<file path="config.mk">
export PLATFORM = sky130hd
export DESIGN_NAME = instr_fetch_unit_flat
export DESIGN_NICKNAME = d
export VERILOG_FILES = /design/src/rtl/instr_fetch_unit_if.sv /design/src/rtl/instr_fetch_unit.sv /design/src/flat_wrapper.sv
export SDC_FILE = /design/constraint.sdc
export NUM_CORES = 1
export LEC_CHECK = 0
export CAP_MARGIN = 40
export CORE_MARGIN = 4
export CORE_UTILIZATION = 52
export DETAILED_ROUTE_END_ITERATION = 12
export GPL_TIMING_DRIVEN = 0
export PLACE_DENSITY = 0.81
export SYNTH_ARGS = -nofsm -noshare
export SYNTH_HDL_FRONTEND = slang
export SYNTH_SLANG_ARGS = --single-unit
</file>
<file path="constraint.sdc">
create_clock -name clk -period 7.2 [get_ports clk]
set_input_delay 2.16 -clock clk [delete_from_list [all_inputs] [get_ports clk]]
set_output_delay 2.16 -clock clk [all_outputs]
set_load 0.02 [all_outputs]
</file>
<file path="src/rtl/instr_fetch_unit_if.sv">
// Bus bundle for instr_fetch_unit: instruction-memory request/response,
// redirect from execute, and the instruction hand-off to decode.
// master = the fetch unit, slave = its environment (memory + pipeline).
interface instr_fetch_unit_if;
  logic        imem_req;
  logic [31:0] imem_addr;
  logic        imem_gnt;
  logic        imem_rvalid;
  logic [31:0] imem_rdata;
  logic        redirect_valid;
  logic [31:0] redirect_pc;
  logic        instr_valid;
  logic        instr_ready;
  logic [31:0] instr_out;
  logic [31:0] instr_pc;
  logic [6:0]  opcode;
  logic        fetch_misaligned;

  modport master (
    output imem_req, imem_addr, instr_valid, instr_out, instr_pc, opcode, fetch_misaligned,
    input  imem_gnt, imem_rvalid, imem_rdata, redirect_valid, redirect_pc, instr_ready
  );

  modport slave (
    input  imem_req, imem_addr, instr_valid, instr_out, instr_pc, opcode, fetch_misaligned,
    output imem_gnt, imem_rvalid, imem_rdata, redirect_valid, redirect_pc, instr_ready
  );
endinterface

</file>
<file path="src/rtl/instr_fetch_unit.sv">
// Instruction fetch front end: owns the PC, issues in-order word fetches,
// buffers returned words in a DEPTH-entry prefetch FIFO and hands them to
// decode with their PC. A redirect flushes the FIFO and drops every word
// that was granted before it.
// Optional feature macro: IFU_MISALIGN_CHECK_EN -- a redirect to a target
// with nonzero low bits raises fetch_misaligned and stops fetching until an
// aligned redirect or reset. Without it the low target bits are ignored.
module instr_fetch_unit #(
  parameter logic [31:0] RESET_PC = 32'h0000_0000,
  parameter int          DEPTH    = 2
) (
  input  logic clk,
  input  logic rst_n,
  instr_fetch_unit_if.master bus
);
  localparam int PW = $clog2(DEPTH);
  localparam int CW = PW + 1;
  localparam logic [CW:0] L_DEPTH = (CW+1)'(DEPTH);

  logic [31:0]   r_fetch_pc;
  logic [31:0]   r_resp_pc;
  logic [CW-1:0] r_outstanding;
  logic [CW-1:0] r_discard;
  logic [CW-1:0] r_count;
  logic [PW-1:0] r_rd_ptr;
  logic [PW-1:0] r_wr_ptr;
  logic          r_misaligned;
  logic [31:0]   r_instr_mem [DEPTH];
  logic [31:0]   r_pc_mem    [DEPTH];

  logic          w_empty;
  logic          w_instr_valid;
  logic          w_pop;
  logic [CW:0]   w_used;
  logic          w_req;
  logic          w_grant;
  logic          w_push;
  logic [31:0]   w_target;

  assign w_empty       = (r_count == '0);
  assign w_instr_valid = rst_n && !bus.redirect_valid && !w_empty;
  assign w_pop         = w_instr_valid && bus.instr_ready;
  // Slots already committed (buffered + in flight, stale ones included) after this cycle's pop
  assign w_used        = {1'b0, r_count} + {1'b0, r_outstanding} - (CW+1)'(w_pop);
  assign w_req         = rst_n && !bus.redirect_valid && !r_misaligned && (w_used < L_DEPTH);
  assign w_grant       = w_req && bus.imem_gnt;
  assign w_push        = rst_n && bus.imem_rvalid && !bus.redirect_valid && (r_discard == '0);

`ifdef IFU_MISALIGN_CHECK_EN
  assign w_target = bus.redirect_pc;
`else
  assign w_target = bus.redirect_pc & 32'hFFFF_FFFC;
`endif

  assign bus.imem_req         = w_req;
  assign bus.imem_addr        = r_fetch_pc;
  assign bus.instr_valid      = w_instr_valid;
  assign bus.instr_out        = w_empty ? 32'h0 : r_instr_mem[r_rd_ptr];
  assign bus.instr_pc         = w_empty ? 32'h0 : r_pc_mem[r_rd_ptr];
  assign bus.opcode           = bus.instr_out[6:0];
  assign bus.fetch_misaligned = r_misaligned;

  // Control state: PCs, credit/discard counters, FIFO pointers, misalign flag
  always_ff @(posedge clk) begin
    if (!rst_n) begin
      r_fetch_pc    <= RESET_PC;
      r_resp_pc     <= RESET_PC;
      r_outstanding <= '0;
      r_discard     <= '0;
      r_count       <= '0;
      r_rd_ptr      <= '0;
      r_wr_ptr      <= '0;
      r_misaligned  <= 1'b0;
    end else if (bus.redirect_valid) begin
      // No grant is possible this cycle; everything still in flight is stale
      r_fetch_pc    <= w_target;
      r_resp_pc     <= w_target;
      r_outstanding <= r_outstanding - CW'(bus.imem_rvalid);
      r_discard     <= r_outstanding - CW'(bus.imem_rvalid);
      r_count       <= '0;
      r_rd_ptr      <= '0;
      r_wr_ptr      <= '0;
`ifdef IFU_MISALIGN_CHECK_EN
      r_misaligned  <= (bus.redirect_pc[1:0] != 2'b00);
`else
      r_misaligned  <= 1'b0;
`endif
    end else begin
      if (w_grant) r_fetch_pc <= r_fetch_pc + 32'd4;
      r_outstanding <= r_outstanding + CW'(w_grant) - CW'(bus.imem_rvalid);
      if (bus.imem_rvalid && (r_discard != '0)) r_discard <= r_discard - CW'(1);
      if (w_push) begin
        r_wr_ptr  <= r_wr_ptr + PW'(1);
        r_resp_pc <= r_resp_pc + 32'd4;
      end
      if (w_pop) r_rd_ptr <= r_rd_ptr + PW'(1);
      r_count <= r_count + CW'(w_push) - CW'(w_pop);
    end
  end

  // FIFO payload storage; not reset, outputs are masked while empty
  always_ff @(posedge clk) begin
    if (w_push) begin
      r_instr_mem[r_wr_ptr] <= bus.imem_rdata;
      r_pc_mem[r_wr_ptr]    <= r_resp_pc;
    end
  end
endmodule

</file>
<file path="src/flat_wrapper.sv">
// flat-port wrapper written by rule: the top's interface ports become plain ports
module instr_fetch_unit_flat 
#(
  parameter logic [31:0] RESET_PC = 32'h0000_0000,
  parameter int          DEPTH    = 2
)
  (clk, rst_n, bus_imem_req, bus_imem_addr, bus_instr_valid, bus_instr_out, bus_instr_pc, bus_opcode, bus_fetch_misaligned, bus_imem_gnt, bus_imem_rvalid, bus_imem_rdata, bus_redirect_valid, bus_redirect_pc, bus_instr_ready);
  instr_fetch_unit_if bus_i ();
  input  logic clk;
  input  logic rst_n;
  output wire logic [$bits(bus_i.imem_req)-1:0] bus_imem_req;
  output wire logic [$bits(bus_i.imem_addr)-1:0] bus_imem_addr;
  output wire logic [$bits(bus_i.instr_valid)-1:0] bus_instr_valid;
  output wire logic [$bits(bus_i.instr_out)-1:0] bus_instr_out;
  output wire logic [$bits(bus_i.instr_pc)-1:0] bus_instr_pc;
  output wire logic [$bits(bus_i.opcode)-1:0] bus_opcode;
  output wire logic [$bits(bus_i.fetch_misaligned)-1:0] bus_fetch_misaligned;
  input wire logic [$bits(bus_i.imem_gnt)-1:0] bus_imem_gnt;
  input wire logic [$bits(bus_i.imem_rvalid)-1:0] bus_imem_rvalid;
  input wire logic [$bits(bus_i.imem_rdata)-1:0] bus_imem_rdata;
  input wire logic [$bits(bus_i.redirect_valid)-1:0] bus_redirect_valid;
  input wire logic [$bits(bus_i.redirect_pc)-1:0] bus_redirect_pc;
  input wire logic [$bits(bus_i.instr_ready)-1:0] bus_instr_ready;
  assign bus_imem_req = bus_i.imem_req;
  assign bus_imem_addr = bus_i.imem_addr;
  assign bus_instr_valid = bus_i.instr_valid;
  assign bus_instr_out = bus_i.instr_out;
  assign bus_instr_pc = bus_i.instr_pc;
  assign bus_opcode = bus_i.opcode;
  assign bus_fetch_misaligned = bus_i.fetch_misaligned;
  assign bus_i.imem_gnt = bus_imem_gnt;
  assign bus_i.imem_rvalid = bus_imem_rvalid;
  assign bus_i.imem_rdata = bus_imem_rdata;
  assign bus_i.redirect_valid = bus_redirect_valid;
  assign bus_i.redirect_pc = bus_redirect_pc;
  assign bus_i.instr_ready = bus_instr_ready;
  instr_fetch_unit #(.RESET_PC(RESET_PC), .DEPTH(DEPTH)) u_core (.clk(clk), .rst_n(rst_n), .bus(bus_i));
endmodule
</file>
==> flow_summary.toml <==
[worst_setup_path]
crit_type = "primary input to primary output"
reg2reg_to = "u_core.r_outstanding[1]$_SDFF_PN0_"
rr_startpoint = "u_core.r_count[1]$_SDFF_PP0_"
cp_data_arrival_time_ns = 4.82
required_ns = 5.04
critPathLaunchType = "primary input"
crit_path_end_kind = "primary output"
rr_worst_depth = 14
regToRegSetupSlack_ns = 3.01
crit_fanout = 9

[final_layout]
syn_to_final_growth_pct = 30.55
num_antenna_cells = 0
fin_area_um2 = 11260
nFillCells = 1141
layout-drive-gt1-share_pct = 6.950
nNetsFinal = 1031
post-route-util_pct = 70.15
final_cells = 1180

[yosys]
ys_top_cells_by_area = "edfxtp_1 43%, dfxtp_1 16%, mux2i_1 7.3%, nor2_1 3.9%, xnor2_1 2.6%"
synth_common_cells = "124 x edfxtp_1, 89 x nor2_1, 69 x dfxtp_1"
async_reset_ff_share_pct = 0
ys_seq_area_share_pct = 59.16
synth.distinct_cells = 56
ys_warn_count = 0
synth_area_leader_cell = "edfxtp_1"
ys_ff_latch = 193
ys.flop_type = "edfxtp_1"
synth-edff-count = 124
synth_top_area_share_pct = 43.16
synthCells = 759
synth_area_um2 = 8628
avgSynthCellArea_um2 = 11.37
yosysMostFrequentCell = "edfxtp_1"

[floorplan]
rows = 46
die_w_um = 136.8
die_y_um = 136.8
die_area_um2 = 18720
start_util_pct = 53.73
pin_count = 176
core_um2 = 16060

[global_routing]
grt.total_usage_pct = 22.47
antenna_found_initial = 0
grt_pass1_vias = 6247
grt_pass1_wl_mm = 32.56
grt_overflow_total = 0
grt_max_degree = 63

[sta]
tightest_slew_ns = 0.8833
slew_headroom_pct = 40.89
fmax_ghz = 0.1433
rsz0062_at_grt = "false"
fin_crit_sh_pct = 96.90
skew_ns = 0.007465
finalMaxSlewViolations = 0
setup_violations = 0
setup_tns_ns = 0
hold_violations = 0
fin_crit_ns = 6.977
timing.hold.ws_ns = 0.5144

[routing]
via_count = 6668
wl_mm = 21.26
wl_per_cell_um = 18.01
first_iter_violations = 389
dr.pass1.iters = 5
viasPerCell = 5.651
antenna_left = 0
post-route-drc-count = 0

[clock_tree]
cts_root_buf = "clkbuf_16"
htreeDepth = 4
cts_buffers = 17
cts_buffer_depth = 2
cts_tree = "done"
path_clk_slew_ns = 0.07
clkLatencyLatePin_ns = 0.43
cts.sinks = 193
hold_buffers = 0

[min_path]
hold_end = "u_core.bus.imem_addr[8]$_SDFFE_PN0P_"
holdPathStages = 2
hp-start = "u_core.bus.imem_addr[8]$_SDFFE_PN0P_"
min_path_type = "register to register"

[placed_design]
place.gp.congestion = 0.9382
dp_hpwl_mm = 15.26
numPortBuffers = 167
placed_cells = 1148
dpl-instance-area_um2 = 10650

[run]
drv_cap = 0

[power]
ir_drop_uv = 186.9
p_per_area_nw_per_um2 = 219.3
p_leak_nw = 3.716

[run_status]
status = "finished clean"
==> layout by cell type, fill, tap and decap left out, drive strengths merged, types with 14 or more instances in the layout <==
cell and instances:
clkdlybuf4s50 165, edfxtp 124, nor2 90, dfxtp 69, mux2i 63, nand2 50
clkbuf 46, a21oi 40, o21ai 34, nand4 29, xnor2 26, inv 23
buf 23, nand3 22, xor2 20, nor3 16, and3 14
==> through the flow <==
| step | total power [mW] | setup WS [ns] |
|---|---|---|
| detailed placement | 1.533 | -0.7170 |
| finish | 2.470 | 0.2234 |
| floorplan | 1.409 | 0.5697 |
| CTS | 2.469 | 0.04538 |
| global route | 2.549 | 0.08098 |
| global placement | 1.525 | -0.7028 |
==> routing by layer <==
layer  global-route usage (%)  share of wire (%)  vias to the layer above
li1                         -                  -                     3156
met1                    29.32                 42                     3126
met3                    5.441                9.6                       50
met2                    36.80                 46                      336
met5                        0                  0                        -
met4                    7.982                2.2                        0
==> power by group <==
part	internal (mW)	total, mW	switching (mW)
Sequential	1.22	1.26	0.0433
Clock	0.522	0.950	0.427
Combinational	0.121	0.258	0.137
Total	1.86	2.47	0.608
==> how the worst max path moves through the flow <==
stage / from / to / slack [ns] / cells after the start
global route: rst_n / bus_imem_req / 0.08 / 10
finish: rst_n / bus_imem_req / 0.22 / 10
CTS: bus_redirect_valid / bus_imem_req / 0.05 / 10
detailed placement: bus_redirect_valid / bus_imem_req / -0.72 / 11
floorplan: rst_n / bus_imem_req / 0.57 / 10
global placement: bus_redirect_valid / bus_imem_req / -0.70 / 11
==> sequential cells by signal, summed over array words and instances, names as in the netlist, named ones only <==
signal,flops
u_core.bus.imem_addr,30
u_core.r_count,2
u_core.r_discard,2
u_core.r_instr_mem,64
u_core.r_outstanding,2
u_core.r_pc_mem,60
u_core.r_rd_ptr,1
u_core.r_resp_pc,30
u_core.r_wr_ptr,1
==> critical path, cell delays in order <==
cell           delay, ns
clkbuf_1            0.43
nand2b_4            0.19
nor2_1              0.20
and2_1              0.22
ha_1                0.24
nand2b_1            0.16
fa_1                0.45
xor2_2              0.22
and3_1              0.21
dlygate4sd2_1       0.34
==> logic make-up after synthesis <==
family | count (synthesis) | synth area share, %
AND/OR/NAND/NOR | 259 | 14.95
flip-flops | 193 | 59.16
AO/OA/AOI/OAI | 115 | 7.903
multiplexers | 69 | 8.092
buffers and inverters | 66 | 3.640
XOR/XNOR | 46 | 4.669
adder cells (fa/ha/maj) | 10 | 1.537
other | 1 | 0.04346
==> what timing repair did <==
action / CTS / global route
setup buffers: 1 / 0
pin swaps: 1 / 0
gates resized for setup: 4 / 1
setup endpoints to repair: 1 / 1
==> cell type report <==
type / instances / area (um^2) / area share (%)
buffer: 49 / 250.2 / 2.221
sequential: 193 / 5105 / 45.32
clock inverter: 15 / 168.9 / 1.499
tap: 216 / 270.3 / 2.399
inverter: 16 / 60.06 / 0.5332
clock buffer: 17 / 425.4 / 3.777
multi-input combinational: 504 / 3249 / 28.85
timing repair buffer: 170 / 1735 / 15.41
(Power assumes the default switching activity.)
